===== config.mk =====
export PLATFORM = sky130hd
export DESIGN_NAME = alsu_cmd_driver
export DESIGN_NICKNAME = d
export VERILOG_FILES = /design/src/rtl/alsu_cmd_driver.sv
export SDC_FILE = /design/constraint.sdc
export NUM_CORES = 1
export LEC_CHECK = 0
export CORE_MARGIN = 5
export CORE_UTILIZATION = 59
export DETAILED_ROUTE_END_ITERATION = 7
export MAX_ROUTING_LAYER = met4
export PLACE_DENSITY_LB_ADDON = 0.15
export SLEW_MARGIN = 10
export SYNTH_ARGS = -nofsm -noshare
export SYNTH_HDL_FRONTEND = slang
export SYNTH_SLANG_ARGS = --single-unit

===== constraint.sdc =====
create_clock -name clk -period 4.05 [get_ports clk]
set_input_delay 1.0125 -clock clk [delete_from_list [all_inputs] [get_ports clk]]
set_output_delay 1.0125 -clock clk [all_outputs]
set_load 0.1 [all_outputs]

===== src/rtl/alsu_cmd_driver.sv =====
`default_nettype none
// ============================================================================
// Module      : alsu_cmd_driver
// Description : Queued command front-end for the combinational 4-bit ALSU;
//               drives operands, samples F/Cout after SETTLE cycles and
//               returns tagged results over a valid/ready handshake.
// Revision    : 1.0 - initial release
// ============================================================================
module alsu_cmd_driver #(
    parameter int WIDTH  = 4,
    parameter int DEPTH  = 4,
    parameter int SETTLE = 1
) (
    input  logic             clk,
    input  logic             rst,
    input  logic             cmd_valid,
    output logic             cmd_ready,
    input  logic [WIDTH-1:0] cmd_A,
    input  logic [WIDTH-1:0] cmd_B,
    input  logic             cmd_Cin,
    input  logic [3:0]       cmd_S,
    input  logic [3:0]       cmd_tag,
    output logic [WIDTH-1:0] A,
    output logic [WIDTH-1:0] B,
    output logic             Cin,
    output logic [3:0]       S,
    input  logic [WIDTH-1:0] F,
    input  logic             Cout,
    output logic             rsp_valid,
    input  logic             rsp_ready,
    output logic [WIDTH-1:0] rsp_F,
    output logic             rsp_Cout,
    output logic [3:0]       rsp_S,
    output logic [3:0]       rsp_tag,
    output logic             busy
);

    localparam int c_PTR_W = (DEPTH > 1) ? $clog2(DEPTH) : 1;
    localparam int c_CNT_W = (SETTLE >= 1) ? $clog2(SETTLE + 1) : 1;

    localparam logic [c_PTR_W:0]   c_DEPTH  = (c_PTR_W + 1)'(DEPTH);
    localparam logic [c_CNT_W-1:0] c_SETTLE = c_CNT_W'(SETTLE);

    localparam logic [1:0] c_ST_IDLE = 2'd0;
    localparam logic [1:0] c_ST_WAIT = 2'd1;
    localparam logic [1:0] c_ST_RESP = 2'd2;

    generate
        if (SETTLE < 1) begin : g_bad_settle
            $error("alsu_cmd_driver: SETTLE must be at least 1");
        end
        if ((DEPTH < 2) || ((DEPTH & (DEPTH - 1)) != 0)) begin : g_bad_depth
            $error("alsu_cmd_driver: DEPTH must be a power of two, at least 2");
        end
    endgenerate

    // ------------------------------------------------------------------
    // Command FIFO
    // ------------------------------------------------------------------
    logic [WIDTH-1:0]   r_mem_a   [DEPTH];
    logic [WIDTH-1:0]   r_mem_b   [DEPTH];
    logic               r_mem_cin [DEPTH];
    logic [3:0]         r_mem_s   [DEPTH];
    logic [3:0]         r_mem_tag [DEPTH];
    logic [c_PTR_W-1:0] r_wr_ptr;
    logic [c_PTR_W-1:0] r_rd_ptr;
    logic [c_PTR_W:0]   r_count;

    logic w_push;
    logic w_pop;
    logic w_empty;
    logic w_done;
    logic w_last;

    // Ready comes from the registered count only, so a pop never frees a slot
    // for a push in the same cycle.
    assign cmd_ready = (r_count < c_DEPTH);
    assign w_push    = cmd_valid && cmd_ready;
    assign w_empty   = (r_count == '0);

    always_ff @(posedge clk) begin
        if (w_push) begin
            r_mem_a[r_wr_ptr]   <= cmd_A;
            r_mem_b[r_wr_ptr]   <= cmd_B;
            r_mem_cin[r_wr_ptr] <= cmd_Cin;
            r_mem_s[r_wr_ptr]   <= cmd_S;
            r_mem_tag[r_wr_ptr] <= cmd_tag;
        end
    end

    always_ff @(posedge clk or posedge rst) begin
        if (rst) begin
            r_wr_ptr <= '0;
            r_rd_ptr <= '0;
            r_count  <= '0;
        end else begin
            if (w_push) begin
                r_wr_ptr <= r_wr_ptr + c_PTR_W'(1);
            end
            if (w_pop) begin
                r_rd_ptr <= r_rd_ptr + c_PTR_W'(1);
            end
            if (w_push && !w_pop) begin
                r_count <= r_count + (c_PTR_W + 1)'(1);
            end else if (w_pop && !w_push) begin
                r_count <= r_count - (c_PTR_W + 1)'(1);
            end
        end
    end

    // ------------------------------------------------------------------
    // Sequencer
    // ------------------------------------------------------------------
    logic [1:0]         r_state;
    logic [c_CNT_W-1:0] r_cnt;
    logic [WIDTH-1:0]   r_a;
    logic [WIDTH-1:0]   r_b;
    logic               r_cin;
    logic [3:0]         r_s;
    logic [3:0]         r_tag;
    logic               r_rsp_valid;
    logic [WIDTH-1:0]   r_rsp_f;
    logic               r_rsp_cout;
    logic [3:0]         r_rsp_s;
    logic [3:0]         r_rsp_tag;

    // rsp_valid is high throughout RESP, so rsp_ready alone completes it.
    assign w_done = (r_state == c_ST_RESP) && rsp_ready;
    assign w_pop  = !w_empty && ((r_state == c_ST_IDLE) || w_done);
    assign w_last = (r_cnt == c_CNT_W'(1));

    always_ff @(posedge clk or posedge rst) begin
        if (rst) begin
            r_state <= c_ST_IDLE;
            r_cnt   <= '0;
        end else begin
            case (r_state)
                c_ST_IDLE: begin
                    if (w_pop) begin
                        r_cnt   <= c_SETTLE;
                        r_state <= c_ST_WAIT;
                    end
                end
                c_ST_WAIT: begin
                    r_cnt <= r_cnt - c_CNT_W'(1);
                    if (w_last) begin
                        r_state <= c_ST_RESP;
                    end
                end
                c_ST_RESP: begin
                    if (w_done) begin
                        if (w_pop) begin
                            r_cnt   <= c_SETTLE;
                            r_state <= c_ST_WAIT;
                        end else begin
                            r_state <= c_ST_IDLE;
                        end
                    end
                end
                default: begin
                    r_state <= c_ST_IDLE;
                end
            endcase
        end
    end

    // ALSU drive registers change only on a pop and otherwise hold.
    always_ff @(posedge clk or posedge rst) begin
        if (rst) begin
            r_a   <= '0;
            r_b   <= '0;
            r_cin <= 1'b0;
            r_s   <= '0;
            r_tag <= '0;
        end else if (w_pop) begin
            r_a   <= r_mem_a[r_rd_ptr];
            r_b   <= r_mem_b[r_rd_ptr];
            r_cin <= r_mem_cin[r_rd_ptr];
            r_s   <= r_mem_s[r_rd_ptr];
            r_tag <= r_mem_tag[r_rd_ptr];
        end
    end

    always_ff @(posedge clk or posedge rst) begin
        if (rst) begin
            r_rsp_valid <= 1'b0;
            r_rsp_f     <= '0;
            r_rsp_cout  <= 1'b0;
            r_rsp_s     <= '0;
            r_rsp_tag   <= '0;
        end else if ((r_state == c_ST_WAIT) && w_last) begin
            r_rsp_valid <= 1'b1;
            r_rsp_f     <= F;
            r_rsp_cout  <= Cout;
            r_rsp_s     <= r_s;
            r_rsp_tag   <= r_tag;
        end else if (w_done) begin
            r_rsp_valid <= 1'b0;
        end
    end

    assign A         = r_a;
    assign B         = r_b;
    assign Cin       = r_cin;
    assign S         = r_s;
    assign rsp_valid = r_rsp_valid;
    assign rsp_F     = r_rsp_f;
    assign rsp_Cout  = r_rsp_cout;
    assign rsp_S     = r_rsp_s;
    assign rsp_tag   = r_rsp_tag;
    assign busy      = (r_state != c_ST_IDLE) || !w_empty;

endmodule
`default_nettype wire

# Yosys cells after proc, flatten, opt, wreduce, memory -nomap -nowiden
# Memory sizes are Yosys's and may differ from the RTL's. A register that Yosys moved wholly into a read port is not among the register bits.
# Cells that the tools add are included.
# word_totals
output_inout_bits	29
in_bits	26
mem_count	5
regBits	24
latchBits	0
mem_bits_ro	0
mem_bits_rw	68
# mem_list
name	words	word_bits	read_ports	rd_clocked_by_memory_dff	write_ports	line_no	text
r_mem_a	4	4	1	1	1	60	logic [WIDTH-1:0] r_mem_a [DEPTH];
r_mem_b	4	4	1	1	1	61	logic [WIDTH-1:0] r_mem_b [DEPTH];
r_mem_s	4	4	1	1	1	63	logic [3:0] r_mem_s [DEPTH];
r_mem_tag	4	4	1	1	1	64	logic [3:0] r_mem_tag [DEPTH];
r_mem_cin	4	1	1	1	1	62	logic r_mem_cin [DEPTH];
# op_classes
n_eq_ne	5
n_shift	0
n_reduce_logical	19
magnitude_cmp	1
n_bitwise	0
n_div	0
add_sub_neg	5
multipliers	0
mux	14
# op_table
op	n
$mux 1	7
$logic_and 1x1->1	6
$mux 2	3
$mux 3	2
$ne 2x2->1 const B	3
$pmux 2 s3	1
$reduce_bool 2->1	3
$add 2x1->2 const B	2
$add 3x1->3 const B	1
$logic_not 1->1	3
$logic_not 3->1	1
$lt 3x3->1 const B	1
$pmux 1 s3	1
$reduce_and 3->1	1
$reduce_bool 3->1	1
$sub 3x1->3 const B	1
$eq 2x1->1 const B	1
$eq 2x2->1 const B	1
$logic_not 2->1	1
$logic_or 1x1->1	2
$reduce_and 2->1	1
$sub 1x1->1 const B	1

# Logic depth before layout (Yosys ltp)
# Gate-level depths: netlist of run 1.
# depth
word_depth	7
depth_mapped	10

# Worst setup path after synthesis of run 1
# OpenSTA, ideal clock, no wires.
# synth_timing
kind	input -> register
startpoint	input rsp_ready
endpoint	register r_count[1]
stages	8
t_arrival_ns	2.666
setup_slack_ns	1.259
path_buffers	1
path_cell_list	and2b_4 -> nor3_4 -> buf_6 -> inv_2 -> ha_1 -> inv_1 -> fa_1 -> mux2_2
# synth_via
elab_chain_cells	6
# synth_rtl
item	line_no	text
start: declaration	30	input logic rsp_ready,
$logic_and 1x1->1 (*)	128	assign w_done = (r_state == c_ST_RESP) && rsp_ready;
$logic_or 1x1->1 (*)	129	assign w_pop = !w_empty && ((r_state == c_ST_IDLE) || w_done);
$logic_and 1x1->1 (*)	129	
$logic_not 1->1	103	if (w_push && !w_pop) begin
$logic_and 1x1->1	103	
$mux 3 / $reduce_bool 2->1 (equally long branches)	-	
end signal: assignment	104	r_count <= r_count + (c_PTR_W + 1)'(1);
end signal: assignment	106	r_count <= r_count - (c_PTR_W + 1)'(1);
end: declaration	67	logic [c_PTR_W:0] r_count;
# Every way passes the cells marked *; elsewhere a longest branch is shown, timed or not.
# A chain may end at the register's enable or synchronous reset.

# Worst setup path in the final report of run 1
# layout_timing
startpoint	register r_count[2]
endpoint	output cmd_ready
# layout_via
elab_chain_cells	1
# layout_rtl
item	line_no	text
$lt 3x3->1	77	assign cmd_ready = (r_count < c_DEPTH);
end: declaration	17	output logic cmd_ready,
# Every way passes these cells.

==> results of run 1 <==
[logic make-up (layout without fill, tap and decap cells)]
logic type      after synthesis  in the layout  share of synthesized area
flops                       109            109                      0.721
simple gates                 20             20                     0.0309
fa+ha+maj                     6              6                     0.0194
mux                          48             48                      0.187
buf+inv                      14             77                     0.0206
compound gates                6              6                    0.00705
xor+xnor                      7              7                     0.0144
[registers in the layout, indices dropped and copies added (netlist names), 3 cells and up]
name and count:
r_tag 4, B 4, r_mem_s 16, r_count 3, r_mem_tag 16, r_mem_b 16
r_mem_cin 4, rsp_S 4, A 4, rsp_tag 4, S 4, rsp_F 4
r_mem_a 16
[final timing paths]
check / slack (ps) / end / startpoint
min in group asynchronous: 1160 / rsp_tag[0] / rst
max in group asynchronous: 2360 / B[1] / rst
setup reg to reg: 1940 / B[1] / r_rd_ptr[0]
hold / removal: 500 / r_tag[0] / r_tag[0]
setup / recovery: 1030 / cmd_ready / r_count[2]
hold reg to reg: 500 / r_tag[0] / r_tag[0]
[cells in the mapped netlist]
cell,n
mux4_1,9
or2_1,1
buf_12,1
xor2_1,3
o21ai_0,3
buf_6,2
inv_2,1
dfrtp_1,41
nand2b_1,2
nor3_4,1
inv_1,5
mux2_1,1
nor2_1,3
nor2b_1,2
or4_1,1
mux4_2,8
nor4b_1,1
xnor2_1,4
mux2_2,22
and2b_4,1
a21oi_1,3
and2_1,4
edfxtp_1,68
buf_2,3
clkbuf_1,2
fa_1,1
ha_1,5
nor3_2,1
nand2_1,3
mux2_4,8
[per-layer routing]
| metal | wire length, µm | part of all wire |
|---|---|---|
| met1 | 3170 | 0.46 |
| met2 | 3350 | 0.49 |
| met3 | 248 | 0.036 |
| met4 | 80 | 0.012 |
| met5 | 0 | 0 |
[layout make-up]
type | instances | area, µm² | share of cell area
tap | 99 | 124 | 0.0243
sequential | 109 | 3070 | 0.601
clock inverter | 7 | 120 | 0.0235
timing repair buffer | 55 | 546 | 0.107
inverter | 6 | 22.5 | 0.00441
clock buffer | 9 | 124 | 0.0243
multi-input combinational | 87 | 1100 | 0.216
[through the flow]
step | utilization | area (µm²)
2_1_floorplan | - | 4260
3_3_place_gp | 0.681 | 4860
3_5_place_dp | 0.681 | 4860
4_1_cts | 0.715 | 5100
5_1_grt | 0.715 | 5100
6_report | 0.715 | 5100
[worst register-to-register path, stage by stage, from the launching register on]
cell and delay, ps:
dfrtp_1 1030, mux4_1 690, mux2_2 280
==> results.ini, run 1 <==
[setup_path]
required_ps = 3040
ff2ff_path_depth = 2
cp_num_cells = 2
crit_type = flip-flop to output pin
cpPeakStageDelay_ps = 1140
start_kind = flip-flop
crit_path_cell_trace = inv_1 -> clkdlybuf4s50_1
slowest_stage = clkdlybuf4s50_1
path_max_fanout = 4
endpoint_kind = output pin
crit_buf_inv = 2
cp_data_arrival_time_ps = 2010
cp_top_family = buffers and inverters

[drt]
wl_per_cell_um = 18.4
drc = 0
wirelength_um = 6850
drtPass1Iterations = 4
postRouteAntennaNets = 0
via_per_inst = 5.41
vias = 2012
drt-initial-drc-count = 120

[place]
hpwl_um = 4500
dp.cells = 356
io_buffer_count = 54
preCtsSetupSlack_ps = 929
globalplace.congestion = 0.748

[finish]
diodes = 0
fin_cells = 372
layout_commonest_cell = edfxtp_1
drive_gt1_frac = 0.223
fill_cells = 479
area_growth_pct = 19.9
fin_nets = 300
mostFrequentLayoutCells = 68 x edfxtp_1, 53 x clkdlybuf4s50_1, 41 x dfrtp_1

[outcome]
status = finished, final reports clean

[cts]
cts_hold_buf = 0
post_cts_buffers = 0
clock_path_buffers = 2
clk_latency_ps = 350
cts_resized = 0
cts_buffers = 9
path_clk_slew_ps = 90
cts_tree = built
clock_sinks = 109
cts_max_level = 3
ctsRootBufferMaster = clkbuf_8

[sta]
max_clock_freq_mhz = 331
skew_ps = 12.8
worst_pin_slew_ps = 1040
tns_ps = 0
rsz0062_at_grt = no
relSlewSlack = 0.308
period_share = 0.746
hold_viol_final = 0
worst_slack_ps = 1030
setup_viol = 0
min_period_ps = 3020
whs_ps = 496
slew_violations = 0

[grt]
use_met3 = 0.0319
grt_pass1_vias = 2194
use_met2 = 0.270
busiest_layer = met2
grt_pass1_wl_um = 11200
grt-ovfl-total = 0
grt_max_degree = 42
grt_util_all_layers = 0.174
antenna_found_initial = 0
grt_use_met1 = 0.236

[die]
fp-row-count = 31
num_io_pins = 55
core_um2 = 7140
dieArea_um2 = 9010
die_height_um = 94.9
start_util = 0.596
fp.dieW_um = 94.9

[run]
cap_viol_max_count = 0

[min_path]
worst_hold_path.num_cells = 1
min_path_type = flip-flop to flip-flop

[synthesis]
syn-mean-instance-area_um2 = 20.3
syn_area_um2 = 4260
syn_inst = 210
yosysSeqAreaShare = 0.721
netlist-cell-type-count = 30
synth_top_area_frac = 0.480
ys_seq_elements = 109
synth_top_cell_by_area = edfxtp_1
synth.top_cells.by_area = edfxtp_1 48%, dfrtp_1 24%, mux2_2 5.8%
yosys_warnings = 0
synth_nets = 242

Power of run 1 is not shown: default switching activity piles up to over one toggle a cycle in this logic, so the estimate is an artifact.
==> run 2, diff against run 1 <==
Settings changed: CORE_UTILIZATION 59 to 54.
Clock period 4.05 ns to 3 ns, I/O delays scaled along.
==> run 2 against run 1 <==
Effect of this change:
- routed wire length increased by 0.61%
- final cell count rose by 3.8%
- critical path depth up 1
- die area increased by 8.3%
- first-iteration DRC count up 5.0%
- clock skew down 7.5 ps
- critical endpoint is now busy
- critical path type unchanged
==> results.ini, run 2 (synthesized netlist as in run 1, its figures left out) <==
[grt]
grt_pass1_wl_um = 11300
antenna_found_initial = 0
grt_max_degree = 42
grt_pass1_vias = 2167
grt_util_all_layers = 0.158
grt-ovfl-total = 0

[die]
fp.dieW_um = 98.8
core_um2 = 7690
num_io_pins = 55
die_height_um = 98.8
fp-row-count = 32
start_util = 0.554
dieArea_um2 = 9760

[cts]
post_cts_buffers = 0
clk_latency_ps = 350
cts_hold_buf = 0
clock_path_buffers = 2
cts_max_level = 3
cts_resized = 0
clock_sinks = 109
path_clk_slew_ps = 90
cts_buffers = 9
cts_tree = built
ctsRootBufferMaster = clkbuf_8

[finish]
fin_nets = 311
drive_gt1_frac = 0.342
diodes = 0
mostFrequentLayoutCells = 68 x edfxtp_1, 41 x dfrtp_1, 41 x buf_4
layout_commonest_cell = edfxtp_1
post-route-util = 0.659
fill_cells = 551
area_growth_pct = 19.0

[sta]
max_clock_freq_mhz = 382
relSlewSlack = 0.428
rsz0062_at_grt = no
skew_ps = 5.36
period_share = 0.872
slew_violations = 0
worst_slack_ps = 384
hold_viol_final = 0
tns_ps = 0
min_period_ps = 2620
worst_pin_slew_ps = 859
setup_viol = 0

[outcome]
status = finished, final reports clean

[run]
cap_viol_max_count = 0

[setup_path]
cpPeakStageDelay_ps = 580
start_kind = flip-flop
crit_type = flip-flop to output pin
crit_path_start = r_state[0]
r2r_end = r_tag[2]
path_max_fanout = 8
r2r-start = r_rd_ptr[0]
ff2ff_path_depth = 3
cp_data_arrival_time_ps = 1870
slowest_stage = or4_1
crit_buf_inv = 1
crit_path_cell_trace = or4_1 -> or2_1 -> buf_4
cp_top_family = simple AND/OR/NAND/NOR gates
required_ps = 2250
endpoint_kind = output pin
rrSetupSlack_ps = 990

[drt]
drtPass1Iterations = 4
via_per_inst = 5.24
postRouteAntennaNets = 0
wl_per_cell_um = 17.9
drt-initial-drc-count = 126
drc = 0
vias = 2021
wirelength_um = 6890

[min_path]
hold_path.startpoint = r_tag[0]
worst_hold_path.num_cells = 1
min_path_type = flip-flop to flip-flop
min_to = r_tag[0]

[place]
io_buffer_count = 54
globalplace.congestion = 0.719
hpwl_um = 4420
preCtsSetupSlack_ps = 272

-- run 2: cell types whose count changed in the layout (fill, tap and decap cells not counted) --
cell,change
buf_4,+39
bufinv_16,-2
clkbuf_1,+1
clkdlybuf4s50_1,-28
clkinv_1,+2
clkinvlp_4,+1
inv_2,-1
inv_6,-1
-- run 2: per-stage QoR --
step | cells | hold slack (ps) | instance area (µm²)
floorplan | 210 | 454 | 4260
detailed placement | 370 | 481 | 4880
finish | 386 | 497 | 5070
CTS | 386 | 503 | 5070
global route | 386 | 535 | 5070
global placement | 370 | 469 | 4880
-- run 2: how the worst max path moves through the flow --
stage	to	slack (ps)	cells past startpoint
2_1_floorplan	r_count[1]	470	8
3_3_place_gp	r_count[1]	310	8
3_5_place_dp	r_count[1]	270	8
4_1_cts	busy	360	3
5_1_grt	busy	310	3
6_report	busy	380	3
-- run 2: layout make-up --
class | instances | area (µm²) | area share
Sequential cell | 109 | 3070 | 0.605
Multi-Input combinational cell | 87 | 1100 | 0.217
Timing Repair Buffer | 66 | 558 | 0.110
Clock buffer | 10 | 128 | 0.0252
Tap cell | 102 | 128 | 0.0252
Clock inverter | 6 | 62.6 | 0.0123
Inverter | 6 | 22.5 | 0.00444
-- run 2: worst reg2reg max path: cells and delay by family (launching register included) --
family | cells | cell delay (ps)
buffers and inverters | 1 | 350
DFF | 1 | 760
muxes | 2 | 790
-- run 2: metal layers --
metal / GRT usage / routed length, µm / share of wire / up-vias
met1: 0.207 / 3090 / 0.45 / 1025
li1: - / - / - / 941
met2: 0.242 / 3380 / 0.49 / 47
met5: - / 0 / 0 / -
met4: 0.0725 / 117 / 0.017 / 0
met3: 0.0297 / 302 / 0.044 / 8
Power of run 2 is left out for the same reason.
==> run 3, diff against run 2 <==
Settings changed: ABC_AREA set to 1, CORE_UTILIZATION 54 to 55, CTS_CLUSTER_DIAMETER set to 60.
==> run 3 against run 2 <==
Effect of this change:
- cell area rose by 6.4%
- via count rose by 51%
- non-clock buffer count fell by 2
- die area rose by 5.7%
- largest cell class unchanged
- highest routed layer unchanged
- critical path depth up 7
- sequential cell count unchanged
- register-to-register slack improved by 170 ps
- clock skew rose by 9.7 ps
- final cell count grew 64%
- synthesized cell count increased by 120%
- global-route usage increased by 2.6 points
==> results.ini, run 3 <==
[grt]
grt_max_degree = 42
grt-ovfl-total = 0
grt_pass1_wl_um = 14200
antenna_found_initial = 0
grt_util_all_layers = 0.184
grt_pass1_vias = 3028

[drt]
vias = 3047
postRouteAntennaNets = 0
via_per_inst = 4.81
drt-initial-drc-count = 132
wirelength_um = 8430
drc = 0
wl_per_cell_um = 13.3
drtPass1Iterations = 4

[sta]
skew_ps = 15.1
slew_violations = 0
setup_viol = 0
period_share = 0.705
tns_ps = 0
min_period_ps = 2120
rsz0062_at_grt = no
hold_viol_final = 0
relSlewSlack = 0.595
max_clock_freq_mhz = 473
worst_pin_slew_ps = 606

[cts]
cts_hold_buf = 0
cts_tree = built
post_cts_buffers = 0
path_clk_slew_ps = 110
clock_path_buffers = 2
cts_max_level = 3
cts_resized = 0
cts_buffers = 9
clock_sinks = 109
ctsRootBufferMaster = clkbuf_8
clk_latency_ps = 370

[setup_path]
crit_buf_inv = 2
cpPeakStageDelay_ps = 460
required_ps = 3270
ff2ff_path_depth = 9
start_kind = primary input
cp_top_family = adder cells
cp_common_cell = nand2_1
r2r-start = r_count[0]
slowest_stage = clkdlybuf4s50_1
crit_path_cell_trace = clkdlybuf4s50_1 -> nand2_1 -> nand2_2 -> nand2_4 -> ha_1 -> inv_1 -> fa_1 -> nand2_1 -> nand3_1 -> xor2_1
endpoint_kind = flip-flop
crit_type = primary input to flip-flop
r2r_end = r_count[2]
cp_data_arrival_time_ps = 2380
path_max_fanout = 3
rrSetupSlack_ps = 1160

[synthesis]
synth_mux_area_frac = 0
syn_inst = 464
ys_seq_elements = 109
synthAdderAreaFrac = 0.0179
synth-edff-count = 68
syn_area_um2 = 4610
synthSimpleGateAreaFrac = 0.207
synth_top_area_frac = 0.443
synth.top_cells.by_area = edfxtp_1 44%, dfrtp_1 22%, nand2_1 15%
yosys_warnings = 0
synth_nets = 496
synth_top_cell_by_area = edfxtp_1
syn-mean-instance-area_um2 = 9.94
async_flop_share = 0.376
synth_compound_area_frac = 0.00923
synth_xor_area_frac = 0.00760
synthTopCellsByCount = 189 x nand2_1, 82 x inv_1, 68 x edfxtp_1
ys.flop_type = edfxtp_1
yosysSeqAreaShare = 0.665
netlist-cell-type-count = 25
synth_most_common_cell = nand2_1
synth_top_family_by_area = simple AND/OR/NAND/NOR gates

[finish]
post-route-util = 0.659
layout_commonest_cell = nand2_1
drive_gt1_frac = 0.119
fin_nets = 556
fill_cells = 636
mostFrequentLayoutCells = 189 x nand2_1, 82 x inv_1, 68 x edfxtp_1
diodes = 0
area_growth_pct = 16.9

[die]
fp-row-count = 33
core_um2 = 8180
start_util = 0.564
num_io_pins = 55
die_height_um = 102
dieArea_um2 = 10300
fp.dieW_um = 102

[min_path]
min_path_type = flip-flop to flip-flop
worst_hold_path.num_cells = 1
hold_path.startpoint = r_cnt
min_to = r_state[0]

[place]
hpwl_um = 5410
globalplace.congestion = 0.770
io_buffer_count = 54

[run]
cap_viol_max_count = 0

[outcome]
status = finished, final reports clean

## run 3: cell count changes in the layout (fill, tap and decap cells not counted), sizes merged, moves of 4 or more
cell	previous run	this run
nand2	3	191
inv	6	91
nand3	0	37
mux2	31	0
mux4	17	0
and2	4	0
## run 3: cell type report
class | instances | area [µm²] | share of cell area
clock inverters | 7 | 77.6 | 0.0144
well taps | 105 | 131 | 0.0244
clock buffers | 9 | 124 | 0.0230
inverters | 88 | 333 | 0.0617
repair buffers | 64 | 543 | 0.101
multi-input cells | 252 | 1110 | 0.207
flip-flops and latches | 109 | 3070 | 0.569
## run 3: per-layer routing
metal / part of all wire / routed length [µm] / track usage
met2: 0.47 / 3980 / 0.303
met3: 0.056 / 475 / 0.0317
met1: 0.46 / 3870 / 0.231
met4: 0.013 / 109 / 0.0665
met5: 0 / 0 / -
## run 3: worst reg2reg max path, stage by stage, from the launching register on
cell     delay (ps)
dfrtp_1         440
nor2_1          200
nand2_1         120
nand2_4          80
ha_1            160
inv_1            60
fa_1            380
nand2_1          80
nand3_1          80
xor2_1          140
## run 3: how the worst max path moves through the flow
stage | cells past startpoint | startpoint | end
final | 10 | rsp_ready | r_count[2]
after global routing | 10 | cmd_valid | r_count[2]
after CTS | 10 | rsp_ready | r_count[2]
after detailed placement | 10 | rsp_ready | r_count[2]
after global placement | 9 | cmd_valid | r_count[2]
after floorplan | 3 | r_count[2] | r_mem_a[0][0]
## run 3: through the flow
stage               hold slack [ps]  instance area (µm²)  setup WS [ps]  std cells
floorplan                       422                 4610            515        464
global placement                432                 5190            535        618
detailed placement              440                 5190            484        618
CTS                             455                 5390            879        634
global route                    479                 5390            744        634
finish                          453                 5390            884        634
## run 3: cells by family after synthesis
kind of cell    count (synthesis)
compound gates                  7
simple gates                  235
flops                         109
xor+xnor                        4
buf+inv                       103
fa+ha+maj                       6
Power of run 3 is left out for the same reason.
